===== config.mk =====
export PLATFORM = sky130hd
export DESIGN_NAME = sample_unpacker_flat
export DESIGN_NICKNAME = d
export VERILOG_FILES = /design/src/rtl/sample_unpacker_pkg.sv /design/src/rtl/sample_unpacker_if.sv /design/src/rtl/sample_fifo_2w1r.sv /design/src/rtl/sample_unpacker.sv /design/src/flat_wrapper.sv
export SDC_FILE = /design/constraint.sdc
export NUM_CORES = 1
export LEC_CHECK = 0
export ABC_AREA = 1
export BUFFER_PORTS_ARGS = -buffer_cell sky130_fd_sc_hd__clkbuf_2
export CORE_ASPECT_RATIO = 0.8
export CORE_MARGIN = 4
export CORE_UTILIZATION = 35
export CTS_CLUSTER_DIAMETER = 30
export DETAILED_ROUTE_END_ITERATION = 16
export GPL_TIMING_DRIVEN = 1
export PLACE_DENSITY = 0.53
export SKIP_LAST_GASP = 1
export SLEW_MARGIN = 0
export SYNTH_ARGS = -nofsm -noshare
export SYNTH_HDL_FRONTEND = slang
export SYNTH_SLANG_ARGS = --single-unit

===== constraint.sdc =====
create_clock -name clk -period 9.8 [get_ports clk]
set_clock_uncertainty 0.15 [all_clocks]
set_input_delay 0 -clock clk [delete_from_list [all_inputs] [get_ports clk]]
set_output_delay 0 -clock clk [all_outputs]
set_load 0.02 [all_outputs]

===== src/rtl/sample_unpacker_pkg.sv =====
// Shared definitions for the sample packer, the unpacker and the host decode model.
// Mode encodings, group geometry and the 12-bit sample layout live here.
package sample_unpacker_pkg;

    typedef enum logic [1:0] {
        MODE_IQ2 = 2'd0,
        MODE_I8  = 2'd1,
        MODE_Q8  = 2'd2
    } mode_e;

    localparam int WORDS_PER_GROUP_IQ2 = 3;
    localparam int WORDS_PER_GROUP_8B  = 2;
    localparam int SAMPLE_W            = 12;

    // Mode 0 sample: 2-bit sign/quadrature pairs for channels 1..3, ch1 in the MSBs.
    typedef struct packed {
        logic [1:0] ch1_si;
        logic [1:0] ch1_sq;
        logic [1:0] ch2_si;
        logic [1:0] ch2_sq;
        logic [1:0] ch3_si;
        logic [1:0] ch3_sq;
    } iq2_sample_t;

    typedef struct packed {
        logic [1:0]          mode;
        logic [SAMPLE_W-1:0] smp;
    } sample_t;

    // Packet length in words; unknown modes are framed like mode 0.
    function automatic int pkt_words(input logic [7:0] m, input int groups);
        if (m == 8'(MODE_I8) || m == 8'(MODE_Q8)) begin
            return WORDS_PER_GROUP_8B * groups;
        end
        return WORDS_PER_GROUP_IQ2 * groups;
    endfunction

endpackage


===== src/rtl/sample_unpacker_if.sv =====
// Packed word stream in, recovered sample stream out; master drives words, slave is the unpacker.
// Neither side has backpressure: words and samples are accepted whenever valid.
interface sample_unpacker_if;
    import sample_unpacker_pkg::*;

    logic [15:0]         data;
    logic                en;
    logic                packet_end;
    logic                out_valid;
    logic [SAMPLE_W-1:0] out_sample;
    logic [1:0]          out_mode;

    modport master (
        output data, en, packet_end,
        input  out_valid, out_sample, out_mode
    );

    modport slave (
        input  data, en, packet_end,
        output out_valid, out_sample, out_mode
    );

endinterface


===== src/rtl/sample_fifo_2w1r.sv =====
// Sample FIFO taking up to two pushes (push0 first) and one pop per cycle; written data readable next cycle.
// No backpressure: pushes beyond the free space (counting this cycle's pop) are dropped and flagged on drop.
module sample_fifo_2w1r
    import sample_unpacker_pkg::*;
#(
    parameter int DEPTH = 4
) (
    input  logic    clk,
    input  logic    reset_n,
    input  logic    push0_vld,
    input  sample_t push0_dat,
    input  logic    push1_vld,
    input  sample_t push1_dat,
    input  logic    pop,
    output sample_t head_dat,
    output logic    empty,
    output logic    drop
);

    localparam int PW = $clog2(DEPTH);
    localparam int CW = PW + 1;

    sample_t        mem [DEPTH];
    logic [PW-1:0]  wr_ptr;
    logic [PW-1:0]  rd_ptr;
    logic [CW-1:0]  count;
    logic [CW-1:0]  space;
    logic           pop_ok;
    logic           acc0;
    logic           acc1;

    assign pop_ok   = pop && (count != '0);
    assign space    = CW'(DEPTH) - count + CW'(pop_ok);
    assign acc0     = push0_vld && (space != '0);
    assign acc1     = push1_vld && (space > CW'(acc0));
    assign drop     = (push0_vld && !acc0) || (push1_vld && !acc1);
    assign empty    = (count == '0);
    assign head_dat = mem[rd_ptr];

    always_ff @(posedge clk) begin
        if (acc0) begin
            mem[wr_ptr] <= push0_dat;
        end
        if (acc1) begin
            mem[wr_ptr + PW'(acc0)] <= push1_dat;
        end
    end

    always_ff @(posedge clk or negedge reset_n) begin
        if (!reset_n) begin
            wr_ptr <= '0;
            rd_ptr <= '0;
            count  <= '0;
        end else begin
            wr_ptr <= wr_ptr + PW'(acc0) + PW'(acc1);
            rd_ptr <= rd_ptr + PW'(pop_ok);
            count  <= count + CW'(acc0) + CW'(acc1) - CW'(pop_ok);
        end
    end

endmodule


===== src/rtl/sample_unpacker.sv =====
// Unpacks the mode 0/1/2 word stream into one sample per cycle and checks packet framing.
// Samples appear two cycles after their word; no backpressure, FIFO overflow drops samples and sets a sticky flag.
module sample_unpacker
    import sample_unpacker_pkg::*;
#(
    parameter int GROUPS_PER_PACKET = 240,
    parameter int FIFO_DEPTH        = 4
) (
    input  logic               clk,
    input  logic               reset_n,
    sample_unpacker_if.slave   bus,
    input  logic [7:0]         mode,
    input  logic               clear_errors,
    output logic [15:0]        packet_count,
    output logic               length_error,
    output logic               overflow_error,
    output logic               in_sync
);

    localparam int CNT_W = $clog2(WORDS_PER_GROUP_IQ2 * GROUPS_PER_PACKET);

    localparam logic [0:0] ST_SYNC = 1'b0;
    localparam logic [0:0] ST_RUN  = 1'b1;

    logic [0:0]          state;
    logic [CNT_W-1:0]    word_cnt;
    logic [1:0]          grp_pos;
    logic [7:0]          mode_lat;
    logic [7:0]          hold;

    logic                pkt_start;
    logic [7:0]          cur_mode;
    logic [CNT_W-1:0]    exp_last;
    logic                at_last;
    logic                run_word;
    logic                good_end;
    logic                err_end;
    logic                err_long;
    logic                accept;
    logic                unpack;

    logic                push0_vld;
    logic                push1_vld;
    sample_t             push0_dat;
    sample_t             push1_dat;
    sample_t             head;
    logic                fifo_empty;
    logic                fifo_drop;

    logic                out_valid_q;
    logic [SAMPLE_W-1:0] out_sample_q;
    logic [1:0]          out_mode_q;

    // The first word of a packet is decoded with the live mode; later words use the latched copy.
    assign pkt_start = (word_cnt == '0);
    assign cur_mode  = pkt_start ? mode : mode_lat;
    assign exp_last  = CNT_W'(pkt_words(cur_mode, GROUPS_PER_PACKET) - 1);
    assign at_last   = (word_cnt == exp_last);
    assign run_word  = (state == ST_RUN) && bus.en;
    assign good_end  = run_word && bus.packet_end && at_last;
    assign err_end   = run_word && bus.packet_end && !at_last;
    assign err_long  = run_word && !bus.packet_end && at_last;
    assign accept    = run_word && !err_end && !err_long;
    assign unpack    = accept && (cur_mode <= 8'(MODE_Q8));

    // Mode 0 group of 48 bits: W0={S0,S1[11:8]}, W1={S1[7:0],S2[11:4]}, W2={S2[3:0],S3}.
    always_comb begin
        push0_vld = 1'b0;
        push1_vld = 1'b0;
        push0_dat = '0;
        push1_dat = '0;
        if (unpack) begin
            push0_vld = 1'b1;
            if (cur_mode == 8'(MODE_IQ2)) begin
                if (grp_pos == 2'd0) begin
                    push0_dat = {cur_mode[1:0], bus.data[15:4]};
                end else if (grp_pos == 2'd1) begin
                    push0_dat = {cur_mode[1:0], hold[3:0], bus.data[15:8]};
                end else begin
                    push0_dat = {cur_mode[1:0], hold, bus.data[15:12]};
                    push1_vld = 1'b1;
                    push1_dat = {cur_mode[1:0], bus.data[11:0]};
                end
            end else begin
                push0_dat = {cur_mode[1:0], 4'd0, bus.data[15:8]};
                push1_vld = 1'b1;
                push1_dat = {cur_mode[1:0], 4'd0, bus.data[7:0]};
            end
        end
    end

    sample_fifo_2w1r #(
        .DEPTH (FIFO_DEPTH)
    ) u_fifo (
        .clk       (clk),
        .reset_n   (reset_n),
        .push0_vld (push0_vld),
        .push0_dat (push0_dat),
        .push1_vld (push1_vld),
        .push1_dat (push1_dat),
        .pop       (!fifo_empty),
        .head_dat  (head),
        .empty     (fifo_empty),
        .drop      (fifo_drop)
    );

    always_ff @(posedge clk or negedge reset_n) begin
        if (!reset_n) begin
            state          <= ST_SYNC;
            word_cnt       <= '0;
            grp_pos        <= '0;
            mode_lat       <= '0;
            hold           <= '0;
            packet_count   <= '0;
            length_error   <= 1'b0;
            overflow_error <= 1'b0;
            out_valid_q    <= 1'b0;
            out_sample_q   <= '0;
            out_mode_q     <= '0;
        end else begin
            length_error   <= (length_error && !clear_errors) || err_end || err_long;
            overflow_error <= (overflow_error && !clear_errors) || fifo_drop;
            out_valid_q    <= !fifo_empty;
            if (!fifo_empty) begin
                out_sample_q <= head.smp;
                out_mode_q   <= head.mode;
            end
            if (unpack) begin
                hold <= bus.data[7:0];
            end
            if (state == ST_SYNC) begin
                if (bus.en && bus.packet_end) begin
                    state    <= ST_RUN;
                    word_cnt <= '0;
                    grp_pos  <= '0;
                end
            end else if (bus.en) begin
                if (pkt_start) begin
                    mode_lat <= mode;
                end
                // A misplaced packet_end is itself a valid boundary, so it resyncs in place.
                if (good_end || err_end) begin
                    word_cnt <= '0;
                    grp_pos  <= '0;
                    if (good_end) begin
                        packet_count <= packet_count + 16'd1;
                    end
                end else if (err_long) begin
                    state    <= ST_SYNC;
                    word_cnt <= '0;
                    grp_pos  <= '0;
                end else begin
                    word_cnt <= word_cnt + CNT_W'(1);
                    grp_pos  <= (grp_pos == 2'd2) ? 2'd0 : grp_pos + 2'd1;
                end
            end
        end
    end

    assign bus.out_valid  = out_valid_q;
    assign bus.out_sample = out_sample_q;
    assign bus.out_mode   = out_mode_q;
    assign in_sync        = (state == ST_RUN);

endmodule


===== src/flat_wrapper.sv =====
// flat-port wrapper written by rule: the top's interface ports become plain ports
module sample_unpacker_flat import sample_unpacker_pkg::*;
#(
    parameter int GROUPS_PER_PACKET = 240,
    parameter int FIFO_DEPTH        = 4
)
  (clk, reset_n, mode, clear_errors, packet_count, length_error, overflow_error, in_sync, bus_data, bus_en, bus_packet_end, bus_out_valid, bus_out_sample, bus_out_mode);
  sample_unpacker_if bus_i ();
  input  logic clk;
  input  logic reset_n;
  input  logic [7:0] mode;
  input  logic clear_errors;
  output logic [15:0] packet_count;
  output logic length_error;
  output logic overflow_error;
  output logic in_sync;
  input wire logic [$bits(bus_i.data)-1:0] bus_data;
  input wire logic [$bits(bus_i.en)-1:0] bus_en;
  input wire logic [$bits(bus_i.packet_end)-1:0] bus_packet_end;
  output wire logic [$bits(bus_i.out_valid)-1:0] bus_out_valid;
  output wire logic [$bits(bus_i.out_sample)-1:0] bus_out_sample;
  output wire logic [$bits(bus_i.out_mode)-1:0] bus_out_mode;
  assign bus_i.data = bus_data;
  assign bus_i.en = bus_en;
  assign bus_i.packet_end = bus_packet_end;
  assign bus_out_valid = bus_i.out_valid;
  assign bus_out_sample = bus_i.out_sample;
  assign bus_out_mode = bus_i.out_mode;
  sample_unpacker #(.GROUPS_PER_PACKET(GROUPS_PER_PACKET), .FIFO_DEPTH(FIFO_DEPTH)) u_core (.clk(clk), .reset_n(reset_n), .bus(bus_i), .mode(mode), .clear_errors(clear_errors), .packet_count(packet_count), .length_error(length_error), .overflow_error(overflow_error), .in_sync(in_sync));
endmodule

Word-level counts from Yosys, hierarchy flattened
Memory sizes are Yosys's and may differ from the RTL's. A register that Yosys moved wholly into a read port is not among the register bits.
Cells that the tools add are included.
{"block": "totals", "rom_bits": 0, "output_inout_bits": 34, "ram_bits": 56, "latchBits": 0, "n_memories": 1, "register_bits": 55, "in_bits": 29, "elab_cells": 113}
{"block": "classes", "mul": 0, "eq_ne": 6, "shift": 0, "n_mux": 37, "n_div": 0, "reduce_logical": 43, "order_cmp": 2, "n_addsub": 12, "bitwise": 0}
{"memory": "u_core.u_fifo.mem", "words": 4, "word_bits": 14, "rd": 1, "rd_ports_with_merged_regs": 1, "write_ports": 2, "line": "sample_fifo_2w1r.sv:23", "text": "sample_t mem [DEPTH];"}
{"op": "14-bit two-way mux", "count": 5}
{"op": "10-bit two-way mux", "count": 6}
{"op": "12-bit two-way mux", "count": 3}
{"op": "1-bit logical AND", "count": 17}
{"op": "16-bit by 1-bit adder with 16-bit output, second input constant", "count": 1}
{"op": "1-bit two-way mux", "count": 15}
{"op": "2-bit two-way mux", "count": 6}
{"op": "10-bit by 1-bit adder with 10-bit output, second input constant", "count": 1}
{"op": "10-bit == test", "count": 1}
{"op": "1-bit logical NOT", "count": 10}
{"op": "10-bit logical NOT", "count": 1}
{"op": "10-bit by 2-bit subtractor with 10-bit output, second input constant", "count": 1}
{"op": "3-bit by 1-bit adder with 3-bit output", "count": 3}
{"op": "9-bit two-way mux", "count": 1}
{"op": "8-bit by 1-bit == test with 1-bit output, second input constant", "count": 1}
{"op": "8-bit by 2-bit == test with 1-bit output, second input constant", "count": 1}
{"op": "8-bit by 2-bit less-or-equal comparator with 1-bit output, second input constant", "count": 1}
{"op": "8-bit logical NOT", "count": 1}
{"op": "8-bit two-way mux", "count": 1}
{"op": "2-bit by 1-bit adder with 2-bit output", "count": 3}
{"op": "1-bit logical OR", "count": 6}
{"op": "3-bit nonzero test", "count": 2}
{"op": "2-bit AND reduction", "count": 2}
{"op": "4-bit AND reduction", "count": 1}
{"op": "10 further kinds", "count": 10}

Logic depth before layout (Yosys ltp)
{"block": "depth", "ltp_word": 22, "depth_mapped": 31, "mapped_depth_nobuf": 31}

Modules after synthesis
Synthesis repeated with hierarchy kept, for this count alone.
{"block": "unflattened", "hier_cells": 856, "area_unflattened_um2": 7175.6}
{"mod": "sample_fifo_2w1r", "seq_area_each_um2": 1856.8, "area_per_inst_um2": 3636.0, "cells_per_inst": 398, "n_inst": 1}
{"mod": "sample_unpacker", "seq_area_each_um2": 1551.5, "area_per_inst_um2": 3539.6, "cells_per_inst": 458, "n_inst": 1}

Worst setup path before layout
No wires, ideal clock.
{"block": "synth_path", "path_type": "register to register", "from": "register u_core.word_cnt[0]", "to": "register u_core.u_fifo.count[2]", "n_path_buf": 0, "slack_ps": 5468, "stages_incl_launch_ff": 30, "synth_period_minus_slack_ps": 4332, "t_arrival_ps": 4053, "path_cell_list": "dfrtp_1 -> inv_1 -> ha_1 -> nand3_1 -> nor2_4 -> nand3_1 -> nand2_2 -> nand2_2 -> nand2_1 -> nand3_2 -> nand2_1 -> nand2_1 -> nand3_2 -> nand2_1 -> nor2_2 -> nand2_1 -> inv_1 -> ha_1 -> o21ai_1 -> nand2_1 -> inv_2 -> nand2_1 -> nand2_1 -> inv_1 -> ha_1 -> inv_1 -> nand2_1 -> fa_1 -> xnor2_1 -> xor2_1"}
{"block": "synth_via", "elab_chain_cells": 20}
{"element": "start, declared", "line": "sample_unpacker.sv:26", "text": "logic [CNT_W-1:0] word_cnt;"}
{"element": "start signal, assigned", "line": "sample_unpacker.sv:153", "text": "word_cnt <= word_cnt + CNT_W'(1);"}
{"element": "10-bit logical NOT", "line": "sample_unpacker.sv:55", "text": "assign pkt_start = (word_cnt == '0);"}
{"element": "8-bit two-way mux"}
{"element": "8-bit by 1-bit == test with 1-bit output or 8-bit by 2-bit == test with 1-bit output (tied branches)", "line": "sample_unpacker_pkg.sv:32", "text": "if (m == 8'(MODE_I8) || m == 8'(MODE_Q8)) begin"}
{"element": "1-bit logical OR", "line": "sample_unpacker_pkg.sv:32"}
{"element": "1-bit two-way mux or 9-bit two-way mux (tied branches)", "line": "sample_unpacker_pkg.sv:32"}
{"element": "10-bit two-way mux", "line": "sample_unpacker_pkg.sv:35", "text": "return WORDS_PER_GROUP_IQ2 * groups;"}
{"element": "10-bit by 2-bit subtractor with 10-bit output", "line": "sample_unpacker.sv:57", "text": "assign exp_last = CNT_W'(pkt_words(cur_mode, GROUPS_PER_PACKET) - 1);"}
{"element": "10-bit == test", "line": "sample_unpacker.sv:58", "text": "assign at_last = (word_cnt == exp_last);"}
{"element": "[3 not listed]"}
{"element": "1-bit logical AND (2 in a row)", "line": "sample_unpacker.sv:63", "text": "assign accept = run_word && !err_end && !err_long;"}
{"element": "1-bit logical AND", "line": "sample_unpacker.sv:64", "text": "assign unpack = accept && (cur_mode <= 8'(MODE_Q8));"}
{"element": "1-bit two-way mux", "line": "sample_unpacker.sv:72", "text": "if (unpack) begin"}
{"element": "1-bit logical AND", "line": "sample_fifo_2w1r.sv:34", "text": "assign acc0 = push0_vld && (space != '0);"}
{"element": "3-bit by 1-bit > comparator with 1-bit output", "line": "sample_fifo_2w1r.sv:35", "text": "assign acc1 = push1_vld && (space > CW'(acc0));"}
{"element": "1-bit logical AND", "line": "sample_fifo_2w1r.sv:35"}
{"element": "3-bit by 1-bit adder with 3-bit output (*)", "line": "sample_fifo_2w1r.sv:57", "text": "count <= count + CW'(acc0) + CW'(acc1) - CW'(pop_ok);"}
{"element": "3-bit by 1-bit subtractor with 3-bit output (*)", "line": "sample_fifo_2w1r.sv:57"}
{"element": "end signal, assigned", "line": "sample_fifo_2w1r.sv:57"}
{"element": "end, declared", "line": "sample_fifo_2w1r.sv:26", "text": "logic [CW-1:0] count;"}
Every way passes the cells marked *; elsewhere a longest branch is shown, timed or not.
A chain may end at the register's enable or synchronous reset.

==> impl_metrics.json <==
{
  "outcome": "complete, no violations",
  "critPathKind": "flop to flop",
  "grt_usage": 0.170,
  "maxCapViolations": 0,
  "hold_path_class": "input pin to flop",
  "syn_avg_cell_area_sq_um": 8.35,
  "final-hold-violation-count": 0,
  "die-area_sq_um": 21200,
  "yosysWarnings": 0,
  "firstDrtPassIters": 5,
  "io-pin-count": 63,
  "cp-endpoint": "u_core.u_fifo.mem[3][12]",
  "crit_family": "simple AND/OR/NAND/NOR gates",
  "insertedDiodeCount": 0,
  "ys_types": 42,
  "critPathCaptureType": "flop",
  "cts.clk_slew.worst_paths_ns": 0.06,
  "cts.sink_count": 125,
  "place_ws_ns": 4.72,
  "coreArea_sq_um": 18300,
  "antenna_found_initial": 0,
  "startpoint": "u_core.word_cnt[0]",
  "setup_viol_count_final": 0,
  "drtIter0Drc": 502,
  "viasPerCell": 4.75,
  "synth_top_family_by_area": "simple AND/OR/NAND/NOR gates",
  "final_util": 0.434,
  "grt_pass1_vias": 4932,
  "setup.worst_path.start_class": "flop",
  "post_cts_resized": 0,
  "drv_slew": 0,
  "cts.path.max_buffers": 2,
  "synth_compound_area_frac": 0.0947,
  "p_leak_nw": 3.66,
  "ys.flop_type": "dfrtp_1",
  "synth_adder_area_share": 0.0239,
  "power_density_nw_per_um2": 215,
  "most-common-layout-cells": "227 x nand2_1, 133 x nor2_1, 69 x dfrtp_1, 66 x inv_1, 61 x clkbuf_2",
  "fin_cells": 1139,
  "register_area_sq_um": 3410,
  "synth-simple-area-share": 0.270,
  "fmax_mhz": 196,
  "drive_gt1_frac": 0.150,
  "cp.depth": 20,
  "cts_made_buffers": 17,
  "num_rows": 44,
  "ir_drop_v": 0.000105,
  "hold-worst-slack_ns": 0.0317,
  "io_buffers": 62,
  "grt_max_degree": 70,
  "gp_congestion": 0.842,
  "ys_async_sr_fraction": 0.552,
  "die_height_um": 131,
  "min_period_over_period": 0.520,
  "cp.required_ns": 9.70,
  "path_max_fanout": 14,
  "htreeDepth": 4,
  "fin_total_pwr_mw": 1.71,
  "crit_path_frequent_cell": "nand2_1",
  "insertion_delay_ns": 0.42,
  "tightest_slew_ns": 1.05,
  "area_delta_synth_final_pct": 20.5,
  "cts_tree": "built",
  "ys_seq_area_frac": 0.516,
  "final_cell_area_sq_um": 7960,
  "synth_edf_count": 56,
  "grt_pass1_wl_um": 27700,
  "placed_cell_area_sq_um": 7160,
  "nFillCells": 1841,
  "relSlewSlack": 0.299,
  "cp.buffers_inverters": 2,
  "routed_wl_um": 17400,
  "setup_tns_ns": 0,
  "dp_hpwl_um": 12000,
  "routedWlPerCell_um": 15.3,
  "final_common_cell": "nand2_1",
  "ant_nets": 0,
  "r2r_cells": 20,
  "synth_xor_area_frac": 0.0331,
  "critPathMaxStageDelay_ns": 0.72,
  "syn_inst": 791,
  "synth_seq_cells": 125,
  "arrival_ns": 4.99,
  "post-cts-setup-buffers": 0,
  "vias": 5412,
  "multi_input_area_sq_um": 2830,
  "syn_nets": 832,
  "r2r_start": "u_core.word_cnt[0]",
  "die_x_um": 162,
  "synthesis.area_sq_um": 6610,
  "setup_ws_ns": 4.71,
  "period_needed_ns": 5.09,
  "synthMuxAreaShare": 0.00170,
  "path_cells": "inv_1, ha_1, nand3_1, nor2_4, nand3_1, nand2_2, nand2_2, nand2_1, nand3_2, nand2_1, nand2_1, nand3_2, nand2_1, nor2_2, nand2_1, inv_1, ha_1, o21ai_1, nand4_2, nand2_1",
  "grt-ovfl-total": 0,
  "nNetsFinal": 914,
  "rsz0062_at_grt": "no",
  "cp_slowest_cell": "nand2_1",
  "start_util": 0.360,
  "cts-root-buf": "clkbuf_16",
  "reg2reg_to": "u_core.u_fifo.mem[3][12]",
  "drc_errors": 0,
  "hold_buffers": 25,
  "reg2reg_slack_ns": 4.71,
  "dp_cells": 1082
}
[worst min-delay path by stage]
stage                     start                      end  slack, ns  cells after the start
floorplan               reset_n   u_core.bus.out_mode[0]      -0.45                      0
global placement        reset_n  u_core.u_fifo.rd_ptr[0]       0.07                      1
detailed placement      reset_n  u_core.u_fifo.rd_ptr[0]       0.07                      1
CTS                 bus_data[8]  u_core.u_fifo.mem[2][8]       0.02                      5
global route        bus_data[8]  u_core.u_fifo.mem[1][8]       0.05                      5
finish              bus_data[8]  u_core.u_fifo.mem[3][8]       0.03                      5
[power by group]
part / internal [mW] / switching (mW)
sequential: 0.618 / 0.0621
clock: 0.334 / 0.253
combinational: 0.153 / 0.292
total: 1.10 / 0.607
[flip-flops by register name, summed over array words and instances (netlist names)]
register,count
u_core.u_fifo.mem,56
u_core.bus.out_valid,1
u_core.u_fifo.wr_ptr,2
u_core.mode_lat,8
u_core.word_cnt,10
u_core.grp_pos,2
u_core.u_fifo.rd_ptr,2
u_core.in_sync,1
u_core.bus.out_mode,2
u_core.overflow_error,1
u_core.bus.out_sample,12
u_core.u_fifo.count,3
u_core.length_error,1
u_core.packet_count,16
u_core.hold,8
[routing by layer]
| layer | vias to the layer above | wire length, um | global-route usage |
|---|---|---|---|
| li1 | 2763 | - | - |
| met5 | - | 0 | 0 |
| met3 | 17 | 961 | 0.0373 |
| met2 | 143 | 7130 | 0.236 |
| met1 | 2489 | 9100 | 0.266 |
| met4 | 0 | 199 | 0.0461 |
[cell usage after synthesis (4+ instances only)]
cell type | count | share of area
a21oi_1 | 6 | 0.0045
a22oi_1 | 8 | 0.0091
a31oi_1 | 16 | 0.015
buf_2 | 5 | 0.0038
buf_4 | 5 | 0.0057
clkbuf_1 | 15 | 0.0085
dfrtp_1 | 69 | 0.26
edfxtp_1 | 56 | 0.25
ha_1 | 11 | 0.021
inv_1 | 66 | 0.038
inv_2 | 7 | 0.0040
nand2_1 | 227 | 0.13
nand2_2 | 7 | 0.0066
nand3_1 | 23 | 0.017
nand4_1 | 5 | 0.0047
nand4_2 | 4 | 0.0076
nor2_1 | 133 | 0.076
nor2_2 | 4 | 0.0038
nor3_1 | 5 | 0.0038
o21ai_0 | 51 | 0.039
o22ai_1 | 14 | 0.013
xnor2_1 | 8 | 0.011
xor2_1 | 17 | 0.023
[area by class of cell]
cell class	instances	area share
repair buffers	89	0.0726
multi-input cells	566	0.355
clock buffers	18	0.0552
well taps	253	0.0398
clock inverters	14	0.0142
flip-flops and latches	125	0.428
inverters	74	0.0349
[cells by family (layout without fill, tap and decap cells)]
kind of cell / Yosys count / after routing
AOI/OAI and AO/OA: 105 / 105
xor gates and xnor gates: 25 / 25
adders and majority gates: 12 / 12
buffers and inverters: 100 / 195
DFF: 125 / 125
muxes: 1 / 1
and+or+nand+nor: 423 / 423
[worst min-delay path, delay by kind of cell]
family | cells | cell delay, ns
buffers and inverters | 2 | 0.20
and+or+nand+nor | 3 | 0.24
Note: power is estimated with default switching activity, not from simulation.
